### src/rtl/lsu_pkg.sv
// rtl/lsu_pkg.sv - shared constants, FSM encoding and lane helpers for the load/store unit
package lsu_pkg;

  localparam logic [2:0] F3_B  = 3'b000;
  localparam logic [2:0] F3_H  = 3'b001;
  localparam logic [2:0] F3_W  = 3'b010;
  localparam logic [2:0] F3_BU = 3'b100;
  localparam logic [2:0] F3_HU = 3'b101;

  localparam logic [6:0] OP_LOAD  = 7'b0000011;
  localparam logic [6:0] OP_STORE = 7'b0100011;

  typedef enum logic {
    ST_IDLE = 1'b0,
    ST_REQ  = 1'b1
  } lsu_state_t;

  // Width is func3[1:0] for every legal encoding, so alignment only looks at those bits.
  function automatic logic access_legal(input logic       is_store,
                                        input logic [2:0] func3,
                                        input logic [1:0] off);
    logic ok_f3;
    logic ok_al;
    if (is_store) begin
      ok_f3 = (func3 == F3_B) || (func3 == F3_H) || (func3 == F3_W);
    end else begin
      ok_f3 = (func3 == F3_B) || (func3 == F3_H) || (func3 == F3_W) ||
              (func3 == F3_BU) || (func3 == F3_HU);
    end
    case (func3[1:0])
      2'b00:   ok_al = 1'b1;
      2'b01:   ok_al = ~off[0];
      2'b10:   ok_al = (off == 2'b00);
      default: ok_al = 1'b0;
    endcase
    return ok_f3 && ok_al;
  endfunction

  function automatic logic [3:0] lane_enables(input logic [2:0] func3,
                                              input logic [1:0] off);
    logic [3:0] be;
    case (func3[1:0])
      2'b00:   be = 4'b0001 << off;
      2'b01:   be = 4'b0011 << off;
      default: be = 4'b1111;
    endcase
    return be;
  endfunction

  function automatic logic [31:0] store_lanes(input logic [2:0]  func3,
                                              input logic [31:0] rs2);
    logic [31:0] wd;
    case (func3[1:0])
      2'b00:   wd = {4{rs2[7:0]}};
      2'b01:   wd = {2{rs2[15:0]}};
      default: wd = rs2;
    endcase
    return wd;
  endfunction

endpackage

### src/rtl/load_align.sv
// rtl/load_align.sv - selects the addressed byte/half of a read word and extends it
module load_align
  import lsu_pkg::*;
(
  input  logic [31:0] rdata,
  input  logic [1:0]  off,
  input  logic [2:0]  func3,
  output logic [31:0] result
);

  logic [7:0]  sel_b;
  logic [15:0] sel_h;

  always_comb begin
    case (off)
      2'b00:   sel_b = rdata[7:0];
      2'b01:   sel_b = rdata[15:8];
      2'b10:   sel_b = rdata[23:16];
      default: sel_b = rdata[31:24];
    endcase
    sel_h = off[1] ? rdata[31:16] : rdata[15:0];

    case (func3)
      F3_B:    result = {{24{sel_b[7]}}, sel_b};
      F3_H:    result = {{16{sel_h[15]}}, sel_h};
      F3_W:    result = rdata;
      F3_BU:   result = {24'h000000, sel_b};
      F3_HU:   result = {16'h0000, sel_h};
      default: result = 32'h0000_0000;
    endcase
  end

endmodule

### src/rtl/load_store_unit.sv
// rtl/load_store_unit.sv - address generation, legality check and req/ack data-memory access FSM
module load_store_unit #(
  parameter int TIMEOUT = 16
) (
  input  logic        clk,
  input  logic        rst,
  input  logic        start,
  input  logic        is_store,
  input  logic [2:0]  func3,
  input  logic [31:0] rs1_val,
  input  logic [31:0] imm,
  input  logic [31:0] rs2_val,
  output logic        busy,
  output logic        done,
  output logic [31:0] load_data,
  output logic        exc_misalign,
  output logic        exc_timeout,
  output logic        dmem_req,
  output logic        dmem_we,
  output logic [31:0] dmem_addr,
  output logic [3:0]  dmem_be,
  output logic [31:0] dmem_wdata,
  input  logic        dmem_ack,
  input  logic [31:0] dmem_rdata
);
  import lsu_pkg::*;

  localparam int CNT_W = (TIMEOUT > 1) ? $clog2(TIMEOUT) : 1;
  localparam logic [CNT_W-1:0] CNT_LAST = CNT_W'(TIMEOUT - 1);

  lsu_state_t       state;
  lsu_state_t       state_n;
  logic [CNT_W-1:0] cnt;
  logic [CNT_W-1:0] cnt_n;
  logic [31:0]      addr;
  logic             legal;
  logic             accept;
  logic             fin_ack;
  logic             fin_to;
  logic             mis_n;
  logic [1:0]       r_off;
  logic [2:0]       r_func3;
  logic [31:0]      align_data;

  load_align u_align (
    .rdata  (dmem_rdata),
    .off    (r_off),
    .func3  (r_func3),
    .result (align_data)
  );

  assign busy     = (state != ST_IDLE);
  assign dmem_req = (state == ST_REQ);

  always_comb begin
    addr    = rs1_val + imm;
    legal   = access_legal(is_store, func3, addr[1:0]);
    state_n = state;
    cnt_n   = cnt;
    accept  = 1'b0;
    mis_n   = 1'b0;
    fin_ack = 1'b0;
    fin_to  = 1'b0;
    case (state)
      ST_IDLE: begin
        if (start) begin
          if (legal) begin
            accept  = 1'b1;
            cnt_n   = '0;
            state_n = ST_REQ;
          end else begin
            mis_n = 1'b1;
          end
        end
      end
      ST_REQ: begin
        // An ack on the final allowed cycle still completes the access.
        if (dmem_ack) begin
          fin_ack = 1'b1;
          state_n = ST_IDLE;
        end else if (cnt == CNT_LAST) begin
          fin_to  = 1'b1;
          state_n = ST_IDLE;
        end else begin
          cnt_n = cnt + CNT_W'(1);
        end
      end
      default: state_n = ST_IDLE;
    endcase
  end

  always_ff @(posedge clk) begin
    if (rst) begin
      state        <= ST_IDLE;
      cnt          <= '0;
      done         <= 1'b0;
      exc_misalign <= 1'b0;
      exc_timeout  <= 1'b0;
      load_data    <= 32'h0000_0000;
      dmem_we      <= 1'b0;
      dmem_addr    <= 32'h0000_0000;
      dmem_be      <= 4'h0;
      dmem_wdata   <= 32'h0000_0000;
      r_off        <= 2'b00;
      r_func3      <= 3'b000;
    end else begin
      state        <= state_n;
      cnt          <= cnt_n;
      done         <= fin_ack;
      exc_misalign <= mis_n;
      exc_timeout  <= fin_to;
      if (accept) begin
        dmem_addr  <= {addr[31:2], 2'b00};
        r_off      <= addr[1:0];
        r_func3    <= func3;
        dmem_we    <= is_store;
        dmem_be    <= lane_enables(func3, addr[1:0]);
        dmem_wdata <= is_store ? store_lanes(func3, rs2_val) : 32'h0000_0000;
      end
      if (fin_ack && !dmem_we) begin
        load_data <= align_data;
      end
    end
  end

endmodule
### config.mk
export PLATFORM = sky130hd
export DESIGN_NAME = load_store_unit
export DESIGN_NICKNAME = d
export VERILOG_FILES = /design/src/rtl/lsu_pkg.sv /design/src/rtl/load_align.sv /design/src/rtl/load_store_unit.sv
export SDC_FILE = /design/constraint.sdc
export NUM_CORES = 1
export LEC_CHECK = 0
export ABC_AREA = 1
export CAP_MARGIN = 25
export CORE_MARGIN = 4
export CORE_UTILIZATION = 43
export CTS_CLUSTER_DIAMETER = 40
export CTS_CLUSTER_SIZE = 24
export DETAILED_ROUTE_END_ITERATION = 12
export GPL_ROUTABILITY_DRIVEN = 1
export PLACE_DENSITY = 0.79
export SLEW_MARGIN = 5
export SYNTH_ARGS = -nofsm -noshare
export SYNTH_HDL_FRONTEND = slang
export SYNTH_SLANG_ARGS = --single-unit
### constraint.sdc
create_clock -name clk -period 2.15 [get_ports clk]
set_input_delay 0.3225 -clock clk [delete_from_list [all_inputs] [get_ports clk]]
set_output_delay 0.3225 -clock clk [all_outputs]
set_load 0.01 [all_outputs]
# After elaboration in Yosys (flattened, before gate mapping)
# Index checks and enable logic that the tools add are counted.
# Widths: inputs -> output; s select.
# classes
n_addsub	2
n_shift	2
bitwise_logic	3
reduce_logical	15
n_mux	23
n_eq_ne	17
# op_table
cell	n
$pmux 32 s5	1
$pmux 32 s2	1
$add 32x32->32	1
$mux 32	1
$pmux 8 s3	1
$mux 16	1
$mux 4	4
$pmux 4 s2	2
$eq 3x3->1 const B	4
$mux 1	10
$ne 2x2->1 const B	4
$eq 3x1->1 const B	2
$eq 3x2->1 const B	2
$logic_not 2->1	3
$logic_not 3->1	2
$reduce_or 3->1	2
$add 4x1->4 const B	1
$eq 2x1->1 const B	2
$eq 2x2->1 const B	2
$eq 4x4->1 const B	1
$logic_or 1x1->1	4
$reduce_and 4->1	1
$shl 1x2->4 const A	1
$shl 2x2->4 const A	1
5 further kinds	8
# totals
inputBits	136
register_bits	112

# Logic depth before layout (Yosys ltp)
# logic_depth
word_depth	10
ltp_mapped	13

# By module
# A second synthesis with hierarchy kept.
# hier_totals
cells_unflattened	1271
hier_area_um2	7634.8
# by_module_without_submodules
mod	cells_each	n_inst	area_per_inst_um2
load_store_unit	1066	1	6605.1
load_align	205	1	1029.7

# Least setup slack after synthesis
# No wires, ideal clock.
# synth_path
path_type	input-to-reg
startpoint	input port rs1_val[0]
endpoint	register dmem_addr[10]
setup_ps	113
t_required_ps	2037
n_path_buf	2
arrival_ps	2149
path_slack_ps	-112
stages	10
path_cell_list	ha_1 -> fa_1 -> inv_1 -> nand4_1 -> a21oi_4 -> inv_2 -> buf_2 -> buf_2 -> o21ai_1 -> inv_1
# synth_via
elab_chain_cells	7
# synth_rtl
item	line_no	source
start, declared	load_store_unit.sv:10	input logic [31:0] rs1_val,
$add 32x32->32	load_store_unit.sv:56	addr = rs1_val + imm;
via addr[1]	load_store_unit.sv:35	logic [31:0] addr;
$logic_not 2->1	lsu_pkg.sv:33	2'b10: ok_al = (off == 2'b00);
$pmux 1 s3	lsu_pkg.sv:30	case (func3[1:0])
$logic_and 1x1->1	lsu_pkg.sv:36	return ok_f3 && ok_al;
$mux 1	load_store_unit.sv:67	if (legal) begin
$mux 1	load_store_unit.sv:66	if (start) begin
$mux 1	load_store_unit.sv:64	case (state)
end signal, assigned	load_store_unit.sv:113	dmem_addr <= {addr[31:2], 2'b00};
end, declared	load_store_unit.sv:20	output logic [31:0] dmem_addr,
# The timed path passes the listed nets, and every way through them passes these cells.
# A chain may end at the register's enable or synchronous reset.

# Final worst setup path
# layout_path
startpoint	input port rs1_val[1]
endpoint	register exc_misalign
# layout_via
elab_chain_cells	5
# layout_rtl
item	line_no	source
$add 32x32->32	load_store_unit.sv:56	
via addr[1]	load_store_unit.sv:35	
$logic_not 2->1	lsu_pkg.sv:33	
$pmux 1 s3	lsu_pkg.sv:30	
$logic_and 1x1->1	lsu_pkg.sv:36	
$mux 1	load_store_unit.sv:67	
end signal, assigned	load_store_unit.sv:110	exc_misalign <= mis_n;
end, declared	load_store_unit.sv:16	output logic exc_misalign,
# The timed path passes the listed nets, and every way through them passes these cells.

==> flow_summary.toml <==
[power_and_ir_drop]
power.leakage_nw = 5.16
power.density_nw_per_um2 = 555
power_mw = 6.05
ir_drop_mv = 0.490

[clock_tree]
cts_htree_levels = 3
clk_latency_ns = 0.36
clk_pin_slew_ns = 0.08
cts_sinks = 112
clockBufferDepth = 2
tritoncts = "done"
numCtsBuffers = 9
clock-root-buffer = "clkbuf_16"

[worst_setup_path]
crit_family = "buffers and inverters"
r2r-start = "r_off[1]$_SDFFE_PP0P_"
critical_path_required_ns = 2.40
path_common_cell = "buf_4"
max_stage_delay_ns = 0.54
endpoint_kind = "flop"
worstPathArrival_ns = 2.31
startpoint_type = "input pin"
critPathMaxFanout = 2
path_buf_inv = 8
cp-startpoint = "rs1_val[1]"
path_cells = "dlygate4sd2_1 -> fa_1 -> inv_2 -> nand4_1 -> buf_4 -> buf_4 -> buf_4 -> buf_4 -> buf_4 -> buf_4 -> nand2_2 -> nor3_1"
critPathKind = "input pin to flop"
crit_slowest_cell = "fa_1"

[drt]
drc = 0
routedWlPerCell_um = 14.4
viasPerCell = 4.97
dr.pass1.iters = 6
vias = 8618
drt_iter0_markers = 542
drt.antenna.violating_nets = 0
drt-total-wl_um = 24900

[yosys]
synth_cells = 1222
async_flop_share_pct = 0
synth_area_leader_cell = "dfxtp_1"
syn_area_sq_um = 7380
syn_avg_cell_area_sq_um = 6.04
synth_area_leaders = "dfxtp_1 30%, nand2_1 22%, inv_1 8.4%, a21oi_1 8.3%, nor2_1 6.0%"
yosysUniqueCellTypes = 43
synth_top_area_share_pct = 30.4
yosysSeqAreaShare_pct = 30.4
synth_edf_count = 0
post-synth-top-count-cell = "nand2_1"
ys_top_cells_by_count = "428 x nand2_1, 166 x inv_1, 123 x a21oi_1"
ys.flop_type = "dfxtp_1"
yosys_warnings = 0
synth_seq_cells = 112

[floorplan]
io_pins = 242
core_area_sq_um = 16700
die_height_um = 139
dieArea_sq_um = 19300
num_rows = 47
dieWidth_um = 139
start_util_pct = 44.2

[timing]
worst_hold_slack_ns = 0.433
fin_crit_sh_pct = 95.9
clock_skew_ns = 0.00750
setup_viol_count_final = 0
rsz0062_at_grt = "false"
fmax_mhz = 485
slew_headroom_pct = 45.6
fin_crit_ns = 2.06
worstMarginPinSlew_ns = 0.815
hold_viol = 0
final-max-slew-violation-count = 0

[global_route]
grt_max_degree = 44
grt.total_usage_pct = 25.0
grt_overflow = 0
grt_pass1_wl_um = 39900
grt_pass1_vias = 7976
antenna_found_initial = 0

[final_layout]
stdcell_count = 1733
syn_to_final_growth_pct = 47.9
drive_above_1_share_pct = 8.00
nets = 1677
postLayoutCoreUtil_pct = 65.3
n_antenna_cell = 0
num-fill-cells = 1548

[placed_design]
port_buffers = 239
hpwl_um = 19300
gp_congestion = 0.974
placed_cells = 1702

[job]
maxCapViolations = 0

[hold_path]
hp-class = "input pin to flop"
hp-start = "rst"

[outcome]
status = "finished clean"
==> final timing paths <==
check | endpoint | slack (ns) | cells past startpoint
worst max register to register | load_data[23]$_SDFFE_PP0P_ | 0.41 | 8
worst max-delay path | exc_misalign$_SDFF_PP0_ | 0.09 | 12
worst min register to register | dmem_wdata[19]$_SDFFE_PP0P_ | 0.47 | 2
worst min-delay path | load_data[7]$_SDFFE_PP0P_ | 0.43 | 2
==> cells by family after synthesis <==
family	after synthesis	synth area share (%)
DFF	112	30.4
adders and majority gates	33	5.70
AOI/OAI and AO/OA	218	16.8
xor gates and xnor gates	17	2.02
and+or+nand+nor	625	33.6
buffers and inverters	216	11.5
other	1	0.0508
==> metrics by stage <==
step                      setup slack, ns  instance area [sq um]  TNS (ns)
after global routing              0.00790                  10900         0
after floorplan                  -0.00196                   7400   -0.0215
final                              0.0881                  10900         0
after CTS                         0.00267                  10900         0
after detailed placement           -0.533                  10400    -31.94
after global placement             -0.481                  10400    -29.98
==> cells in the final DEF (no fill, tap or decap), types with 4 or more instances in the layout <==
| cell type | Yosys | routed |
|---|---|---|
| nand2_1 | 428 | 427 |
| clkdlybuf4s50_1 | 0 | 234 |
| inv_1 | 166 | 165 |
| a21oi_1 | 123 | 123 |
| nor2_1 | 118 | 118 |
| dfxtp_1 | 112 | 112 |
| buf_4 | 5 | 74 |
| nand3_1 | 54 | 54 |
| o21ai_0 | 39 | 39 |
| ha_1 | 32 | 30 |
| o211ai_1 | 20 | 20 |
| xor2_1 | 11 | 11 |
| clkbuf_16 | 0 | 9 |
| or2_2 | 8 | 8 |
| o22a_1 | 8 | 8 |
| o21ai_1 | 7 | 7 |
| buf_12 | 0 | 7 |
| xnor2_1 | 6 | 6 |
| nor3_1 | 6 | 5 |
| o22ai_1 | 5 | 5 |
| nand4_1 | 4 | 4 |
==> state kept, by name (all words and copies together) (netlist names) <==
| name | count |
|---|---|
| busy | 1 |
| cnt | 4 |
| dmem_addr | 30 |
| dmem_be | 4 |
| dmem_wdata | 32 |
| dmem_we | 1 |
| done | 1 |
| exc_misalign | 1 |
| exc_timeout | 1 |
| load_data | 32 |
| r_func3 | 3 |
| r_off | 2 |
==> report_power, final <==
part           leakage (nW)  total, mW  switching, mW  internal, mW
Combinational          4.09       1.92           1.00         0.918
Clock                 0.158       1.90          0.854          1.05
Sequential            0.910       2.23         0.0611          2.17
Total                  5.16       6.05           1.92          4.14
==> layout make-up <==
type	count	area, sq um	share of cell area, %
multi-input combinational	895	4320	39.6
sequential	112	2240	20.6
timing repair buffer	321	3100	28.5
clock inverter	7	114	1.04
clock buffer	9	225	2.06
inverter	169	634	5.81
tap	220	275	2.52
==> repair_timing <==
item / in CTS / in global routing
resized for setup: 8 / 7
pin swaps: 4 / 3
setup endpoints to repair: 67 / 76
buffers inserted: 13 / 0
gates cloned: 2 / 0
hold buffers: 0 / 0
==> metal layers <==
metal | wire length [um] | GRT usage (%) | vias to the layer above
li1 | - | - | 4422
met1 | 10900 | 32.3 | 3869
met2 | 11800 | 42.4 | 295
met3 | 1840 | 5.34 | 32
met4 | 443 | 6.75 | 0
met5 | 0 | 0 | -
==> worst register-to-register path: cells and delay by family (launching register included) <==
kind	cells	cell delay (ns)
AO/OA/AOI/OAI	3	0.34
flip-flops	1	0.33
buffers and inverters	1	0.21
AND/OR/NAND/NOR	4	0.80
(Power assumes the default switching activity.)
